<file path="src/rtl/genesis_pad_scanner.sv">
// rtl/genesis_pad_scanner.sv - Genesis DB-9 pad select sequencer and button scanner (option: SIX_BUTTON_EN)
module genesis_pad_scanner #(
    parameter int SETTLE_CYCLES = 50,
    parameter int SCAN_PERIOD   = 833333
) (
    input  logic        clock_50,
    input  logic        reset_key,
    input  logic        scan_en,
    input  logic        up_z,
    input  logic        down_y,
    input  logic        left_x,
    input  logic        right,
    input  logic        a_b,
    input  logic        start_c,
    output logic        select_out,
    output logic [10:0] buttons_held,
    output logic [10:0] buttons_pressed,
    output logic        pad_present,
    output logic        scan_done
);

    typedef enum logic [2:0] {
        IDLE,
        LO1,
        HI1,
`ifdef SIX_BUTTON_EN
        LO2,
        HI2,
        LO3,
        HI3,
`endif
        PUBLISH
    } state_t;

    state_t      state;
    state_t      state_next;
    logic        select_next;
    logic [19:0] period_cnt;
    logic [7:0]  settle_cnt;
    logic        period_end;
    logic        settle_end;
    logic [5:0]  pins_meta;
    logic [5:0]  pins_sync;
    logic [10:0] samp;
    logic [10:0] new_word;
    logic        detect;
`ifdef SIX_BUTTON_EN
    logic        six_detect;
`endif

    logic s_up, s_down, s_left, s_right, s_ab, s_startc;
    assign {s_startc, s_ab, s_right, s_left, s_down, s_up} = pins_sync;

    assign period_end = (period_cnt <= 20'd1);
    assign settle_end = (settle_cnt == 8'(SETTLE_CYCLES - 1));
    assign new_word   = detect ? samp : 11'd0;

    // Pad pins are asynchronous to clock_50; idle (released) level is high.
    always_ff @(posedge clock_50 or negedge reset_key) begin
        if (!reset_key) begin
            pins_meta <= 6'h3f;
            pins_sync <= 6'h3f;
        end else begin
            pins_meta <= {start_c, a_b, right, left_x, down_y, up_z};
            pins_sync <= pins_meta;
        end
    end

    always_comb begin
        state_next  = state;
        select_next = 1'b1;
        case (state)
            IDLE:    if (period_end && scan_en) state_next = LO1;
            LO1:     if (settle_end) state_next = HI1;
`ifdef SIX_BUTTON_EN
            HI1:     if (settle_end) state_next = LO2;
            LO2:     if (settle_end) state_next = HI2;
            HI2:     if (settle_end) state_next = LO3;
            LO3:     if (settle_end) state_next = HI3;
            HI3:     if (settle_end) state_next = PUBLISH;
`else
            HI1:     if (settle_end) state_next = PUBLISH;
`endif
            PUBLISH: state_next = IDLE;
            default: state_next = IDLE;
        endcase
        // Select is registered from the state being entered, so it flips on the entry edge.
        case (state_next)
            LO1:     select_next = 1'b0;
`ifdef SIX_BUTTON_EN
            LO2:     select_next = 1'b0;
            LO3:     select_next = 1'b0;
`endif
            default: select_next = 1'b1;
        endcase
    end

    always_ff @(posedge clock_50 or negedge reset_key) begin
        if (!reset_key) begin
            state           <= IDLE;
            select_out      <= 1'b1;
            period_cnt      <= 20'(SCAN_PERIOD);
            settle_cnt      <= 8'd0;
            samp            <= 11'd0;
            detect          <= 1'b0;
`ifdef SIX_BUTTON_EN
            six_detect      <= 1'b0;
`endif
            buttons_held    <= 11'd0;
            buttons_pressed <= 11'd0;
            pad_present     <= 1'b0;
            scan_done       <= 1'b0;
        end else begin
            state           <= state_next;
            select_out      <= select_next;
            scan_done       <= 1'b0;
            buttons_pressed <= 11'd0;
            settle_cnt      <= (state == IDLE || state_next != state) ? 8'd0 : settle_cnt + 8'd1;
            case (state)
                IDLE: period_cnt <= period_end ? 20'(SCAN_PERIOD) : period_cnt - 20'd1;
                LO1: if (settle_end) begin
                    samp[4] <= ~s_ab;
                    samp[5] <= ~s_startc;
                    detect  <= ~s_left & ~s_right;
                end
                HI1: if (settle_end) begin
                    samp[3:0] <= ~{s_right, s_left, s_down, s_up};
                    samp[9]   <= ~s_ab;
                    samp[10]  <= ~s_startc;
                end
`ifdef SIX_BUTTON_EN
                LO3: if (settle_end) six_detect <= ~s_up & ~s_down;
                HI3: if (settle_end) samp[8:6] <= six_detect ? ~{s_left, s_down, s_up} : 3'b000;
`endif
                PUBLISH: begin
                    buttons_pressed <= new_word & ~buttons_held;
                    buttons_held    <= new_word;
                    pad_present     <= detect;
                    scan_done       <= 1'b1;
                    period_cnt      <= 20'(SCAN_PERIOD);
                end
                default: ;
            endcase
        end
    end

endmodule

</file>
<file path="config.mk">
export PLATFORM = sky130hd
export DESIGN_NAME = genesis_pad_scanner
export DESIGN_NICKNAME = d
export VERILOG_FILES = /design/src/rtl/genesis_pad_scanner.sv
export SDC_FILE = /design/constraint.sdc
export NUM_CORES = 1
export LEC_CHECK = 0
export ABC_CLOCK_PERIOD_IN_PS = 1700
export CAP_MARGIN = 0
export CORE_AREA = 10 10 91 93
export CTS_CLUSTER_SIZE = 28
export DETAILED_ROUTE_END_ITERATION = 16
export DIE_AREA = 0 0 101 103
export PLACE_DENSITY = 0.76
export RECOVER_POWER = 50
export SYNTH_ARGS = -nofsm -noshare
export SYNTH_HDL_FRONTEND = slang
export SYNTH_SLANG_ARGS = --single-unit
</file>
<file path="constraint.sdc">
create_clock -name clock_50 -period 1.7 [get_ports clock_50]
set_input_delay 0.425 -clock clock_50 [delete_from_list [all_inputs] [get_ports clock_50]]
set_output_delay 0.425 -clock clock_50 [all_outputs]
set_load 0.03 [all_outputs]
</file>
==> run metrics, run 1 <==
Async SR Flop Fraction 1.00; Final Skew 0.0107 ns; Final Total Pwr roughly 4.7 mW; DP Wirelength roughly 4.9 mm; fin crit share 1.11; final wirelength approximately 8 mm; failing checks setup timing; r2r worst-path depth 7; syn avg cell area around 11 um2; R2R Path Start settle_cnt[1]$_DFF_PN0_; post-route ant nets 0; Placed Instances between 400 and 500; Hold WS 0.359 ns; first-pass GRT wire length around 12 mm; Final Non-Filler Cells approximately 480; clk slew on worst S/H paths 0.08 ns; Setup Viol. Count Final 35; crit-path max cell delay between 0.3 and 0.4 ns; fin util 0.680; Metal-1 WL roughly 3.2 mm; Area after DPL between 3000 and 4000 um2; vias in the first global route between 2000 and 3000; routability cong. 0.871; relative slew slack 0.491; chip width ~100 um; met2 WL post-DR about 4.3 mm; Pins Over Slew Limit 0; grt ovf 0; clock sinks a little over 70; Seq/Total Area, Yosys 0.569; leak pwr 1.95 nW; VDD IR-drop max ~0.00091 V; crit path DAT 2.13 ns; Iteration-0 DRC Markers 126; critical path endpoint category register; drt pass-1 iters 4; CP Max Fanout 2; die extent in y approximately 100 um; # DRC 0; number of max-cap violations 0; cells after synthesis a little under 300; Seq cells post-synth slightly above 70; CTS tree done; WS Path Type reg2reg; H-tree levels 3; capturing point of the worst reg2reg path detect$_DFFE_PN0P_; Max Clock Freq 528 MHz; Hold Startpoint pins_meta[5]$_DFF_PN1_; largest net degree at the start of global routing 42; most common cell after layout, fill and taps aside buf_4; Total GRT Usage 0.148; Setup Total Neg Slack -3.15 ns; area grow syn2layout 40.6%; min Tclk post-route roughly 1.9 ns; largest area contributor in the netlist dfrtp_1; die area between 10000 and 15000 um2; Synth area leaders dfrtp_1 36%, dfstp_2 21%, nand2_1 5.0%, nor2_1 2.7%, nand3_1 2.4%; FP Rows 30; Hold WC Path Type reg2reg; clk_lat worst skew about 0.36 ns; synth warn 3; vias per cell 5.45; via count about 2600; Final WS setup -0.193 ns; Post-synth EDFFs 0; worst reg2reg setup slack -0.19 ns; DR WL/cell 16.9 um; Hold Path Depth 0; WP buf/inv 1; core area ~6600 um2; Hold EP pins_sync[5]$_DFF_PN1_; final hold vios 0; status finished with violations; Worst path slowest cell or3b_4; Crit. Startpoint settle_cnt[1]$_DFF_PN0_; clk buf depth 2; RSZ-0062 raised after global routing true; PortBufs 27; number of top-level pins 34; worst-path cell chain inv_1, ha_1, or3b_4, nor4_4, nand2_2, nor3_4, mux2_1; Antenna Cells 0; initial antenna violation count 0; WP data required 1.93 ns; cell area after synthesis 3180 um2; Unique masters post-synth between 50 and 60; number of CTS-inserted buffers 9; CTS Root Cell clkbuf_8; CP delay by family, top simple AND/OR/NAND/NOR gates; layout cell share with drive strength beyond 1 0.425; initial core utilization 0.484; Setup WS pre-CTS -0.109 ns; PD cells approximately 1000 nW/um2; share of the synthesized area in the top cell type 0.362; # nets final slightly above 400; Primary FF master, synth dfrtp_1; Highest Signal Layer met4; worst-margin pin slew between 0.7 and 0.8 ns; most frequent cells in the layout 46 x buf_4, 45 x dfrtp_1, 32 x nand2_1, 25 x dfstp_2, 18 x dlygate4sd2_1; met3 wire len approximately 370 um; crit path launch type register; Finished Cell Area 4470 um2
where the power goes:
| group | switching, mW | internal, mW | leakage [nW] |
|---|---|---|---|
| Sequential | 0.295 | 1.95 | 0.882 |
| Combinational | 0.535 | 0.548 | 0.978 |
| Clock | 0.664 | 0.685 | 0.0891 |
logic make-up after synthesis:
family,synth area share
AND/OR/NAND/NOR,0.219
flip-flops,0.569
AO/OA/AOI/OAI,0.109
buffers and inverters,0.0425
XOR/XNOR,0.0331
adder cells (fa/ha/maj),0.0157
multiplexers,0.00984
other,0.00118
registers in the layout, indices dropped and copies added, names as in the netlist:
| signal | flops |
|---|---|
| detect | 1 |
| buttons_held | 8 |
| settle_cnt | 8 |
| select_out | 1 |
| scan_done | 1 |
| pad_present | 1 |
| period_cnt | 20 |
| pins_sync | 6 |
| buttons_pressed | 8 |
| samp | 8 |
| state | 3 |
| pins_meta | 6 |
cell type report:
cell class	instances	area (um2)
well taps	80	100
multi-input cells	208	1560
repair buffers	89	754
clock inverters	6	70.1
clock buffers	10	128
fillers	474	2100
flip-flops and latches	71	1810
inverters	11	41.3
cell usage after synthesis, drive strengths merged, types with 6 or more instances:
library cell	number
nor4	8
nand2	43
o31ai	7
nor2	24
nor3	10
nor3b	6
o21ai	27
dfstp	25
nand3	16
a21oi	8
xnor2	8
buf	12
inv	11
dfrtp	46
worst max path at each step:
| stage | end | slack (ns) | cells after the start |
|---|---|---|---|
| global placement | detect$_DFFE_PN0P_ | -0.07 | 7 |
| finish | detect$_DFFE_PN0P_ | -0.19 | 7 |
| CTS | detect$_DFFE_PN0P_ | -0.13 | 7 |
| floorplan | detect$_DFFE_PN0P_ | -0.19 | 7 |
| detailed placement | detect$_DFFE_PN0P_ | -0.11 | 7 |
| global route | detect$_DFFE_PN0P_ | -0.29 | 7 |
routing by layer:
| layer | vias to the layer above | track usage |
|---|---|---|
| met5 | - | 0 |
| met4 | 0 | 0.0729 |
| met3 | 20 | 0.0395 |
| met2 | 58 | 0.250 |
| met1 | 1302 | 0.169 |
| li1 | 1209 | - |
repair_timing:
| item | CTS | global route |
|---|---|---|
| gates resized for setup | 46 | 53 |
| endpoints found under the hold margin | 3 | 0 |
| buffers inserted | 10 | 10 |
| gates cloned | 1 | 0 |
| pin swaps | 9 | 43 |
| setup endpoints to repair | 49 | 43 |
| hold buffers | 1 | 0 |
worst reg2reg max path: stages (launching register included):
cell and delay (ns):
dfrtp_1 0.37, inv_1 0.05, ha_1 0.14, or3b_4 0.39, nor4_4 0.19, nand2_2 0.12
nor3_4 0.16, mux2_1 0.34
No activity file was read; power rests on OpenSTA's default activity.
==> inputs of run 2 (changes only) <==
Settings changed: CORE_AREA 10 10 91 93 to 10 10 104 83, DIE_AREA 0 0 101 103 to 0 0 114 93.
==> run 2 against run 1 <==
  * The run ends with capacitance limit, slew limit, setup timing left
  * Highest routed layer unchanged
  * Routed wire length decreased by 4.2%
  * Maximum frequency up 3.7%
  * Count of clock-buffer cells in the layout increased by 1
  * Die area is 1.9% higher
  * Clock skew decreased by 0.0014 ns
  * Non-clock buffer count decreased by 15
  * Largest cell class unchanged
  * Worst setup slack improved by 0.068 ns
  * Design area shrank 2.9%
  * Critical path depth unchanged
  * Core utilization decreased by 2.7 points
==> run metrics, run 2 (synthesis results as in run 1) <==
Max Clock Freq 548 MHz (+3.7%); most common cell after layout, fill and taps aside dfrtp_1; FP Rows 26 (-13%); R2R Path Start settle_cnt[1]$_DFF_PN0_; clk slew on worst S/H paths 0.07 ns (about the same); initial antenna violation count 0 (unchanged); DR WL/cell 16.5 um (-2.1%); CTS Root Cell clkbuf_8; leak pwr 1.90 nW (-2.4%); worst reg2reg setup slack -0.13 ns (+0.07 ns); VDD IR-drop max 0.000648 V (-29%); Final WS setup -0.125 ns (+0.0677 ns); switching share of power 0.292 (-0.0277); clk buf depth 2 (unchanged); PD cells 1060 nW/um2 (+1.4%); core area 6640 um2 (+1.0%); Iteration-0 DRC Markers 117 (-7.1%); capturing point of the worst reg2reg path detect$_DFFE_PN0P_; DP Wirelength 4.85 mm (-1.5%); Final Non-Filler Cells 465 (-2.1%); WP buf/inv 1 (unchanged); failing checks capacitance limit, slew limit, setup timing; r2r worst-path depth 7 (unchanged); internal power 3.26 mW (+2.5%); die extent in y 93 um (-9.7%); number of CTS-inserted buffers 9 (unchanged); worst-path cell chain inv_1, ha_1, or3b_4, nor4_4, nand2_2, nor3_4, mux2_1; fin util 0.653 (-0.0265); via count 2490 (-3.8%); worst-margin pin slew 1.70 ns (+0.936 ns); final hold vios 0 (unchanged); Largest Register period_cnt; min Tclk post-route 1.83 ns (-0.0677 ns); final wirelength 7.68 mm (-4.2%); Critical Path Sink detect$_DFFE_PN0P_; grt ovf 0 (unchanged); crit path DAT 2.04 ns (-0.09 ns); Pins Over Slew Limit 72 (+72); die area 10600 um2 (+1.9%); relative slew slack -0.133 (-0.624); routability cong. 0.878 (+0.83%); initial core utilization 0.479 (-0.00493); Antenna Cells 0 (unchanged); layout cell share with drive strength beyond 1 0.388 (-0.0369); vias per cell 5.35 (-1.8%); post-route ant nets 0 (unchanged); Setup WS pre-CTS -0.129 ns (-0.0195 ns); CP delay by family, top simple AND/OR/NAND/NOR gates; drt pass-1 iters 4 (unchanged); Sw Pwr 1.34 mW (-10%); chip width 114 um (+13%); fin crit share 1.07 (-0.0398); Comb power frac 0.202 (-0.030); vias in the first global route 2601 (-1.8%); Crit. Startpoint settle_cnt[1]$_DFF_PN0_; Placed Instances 436 (-0.23%); largest net degree at the start of global routing 72 (+71%); status finished with violations; max reg flops 20 (unchanged); WP data required 1.92 ns (about the same); Hold WS 0.352 ns (-0.00699 ns); Total GRT Usage 0.143 (-0.00524); Final Skew 0.00932 ns (-0.00141 ns); clk_lat worst skew 0.34 ns (-0.02 ns); most frequent cells in the layout 46 x dfrtp_1, 37 x nand2_1, 37 x buf_4, 25 x dfstp_2, 19 x nor2_1; Clock power frac 0.322 (+0.033); # DRC 0 (unchanged); CP Max Fanout 2 (unchanged); WS Path Type reg2reg; # nets final 389 (-3.5%); Hold WC Path Type reg2reg; Setup Viol. Count Final 28 (-20%); critical path endpoint category register; PortBufs 27 (unchanged); RSZ-0062 raised after global routing true; cts-stage hold buffer count 0 (-1); CTS tree done; number of top-level pins 34 (unchanged); Worst path slowest cell dfrtp_1; H-tree levels 3 (unchanged); number of max-cap violations 1 (+1); crit-path max cell delay 0.38 ns (about the same); first-pass GRT wire length 12.5 mm (+1.6%); crit path launch type register; area grow syn2layout 36.5%; clock sinks 71 (unchanged); CP Depth 7 (unchanged); # fillers 509 (+7.4%); Reg power frac 0.476 (-0.004)
run 2: how the worst min path moves through the flow:
stage                                      start  cells after the start                     endpoint
after global placement    pins_meta[1]$_DFF_PN1_                      0       pins_sync[1]$_DFF_PN1_
after detailed placement  pins_meta[0]$_DFF_PN1_                      0       pins_sync[0]$_DFF_PN1_
after CTS                              reset_key                      2      settle_cnt[0]$_DFF_PN0_
after global routing      pins_meta[1]$_DFF_PN1_                      0       pins_sync[1]$_DFF_PN1_
after floorplan                        reset_key                      0  buttons_held[0]$_DFFE_PN0P_
final                     pins_meta[1]$_DFF_PN1_                      0       pins_sync[1]$_DFF_PN1_
run 2: routing by layer:
layer / GRT usage / vias to the layer above / wire [um]
li1: - / 1179 / -
met1: 0.179 / 1223 / 3420
met2: 0.223 / 70 / 3640
met3: 0.0390 / 18 / 430
met4: 0.0688 / 0 / 195
met5: 0 / - / 0
run 2: area by class of cell:
| type | count | area (um2) | share of cell area |
|---|---|---|---|
| Clock buffer | 11 | 141 | 0.0326 |
| Sequential cell | 71 | 1810 | 0.417 |
| Clock inverter | 5 | 81.3 | 0.0188 |
| Tap cell | 84 | 105 | 0.0242 |
| Inverter | 11 | 41.3 | 0.00952 |
| Multi-Input combinational cell | 209 | 1520 | 0.351 |
| Timing Repair Buffer | 74 | 636 | 0.147 |
run 2: timing repair:
| item | CTS | global route |
|---|---|---|
| gates cloned | 2 | 0 |
| pin swaps | 9 | 29 |
| resized for setup | 31 | 49 |
| buffers inserted | 7 | 7 |
| endpoints found under the setup margin | 51 | 49 |
run 2: power by group through the flow:
stage | combinational (mW) | clock, mW | sequential [mW]
2_1_floorplan | 0.476 | 0 | 2.15
3_3_place_gp | 0.761 | 0 | 2.16
3_5_place_dp | 0.789 | 0 | 2.16
4_1_cts | 0.819 | 1.51 | 2.14
5_1_grt | 1.00 | 1.60 | 2.22
6_report | 0.929 | 1.48 | 2.19
run 2: stage by stage:
stage / instance area [um2] / setup TNS, ns / power, mW
2_1_floorplan: 3260 / -0.238 / 2.62
3_3_place_gp: 3810 / -0.629 / 2.92
3_5_place_dp: 3810 / -1.66 / 2.95
4_1_cts: 4140 / -1.06 / 4.47
5_1_grt: 4340 / -14.05 / 4.82
6_report: 4340 / -1.59 / 4.60
==> inputs of run 3 (changes only) <==
Settings changed: CAP_MARGIN 0 to not set.
==> results of run 3 <==
No change in the layout: final DEF, timing and power equal those of run 2.
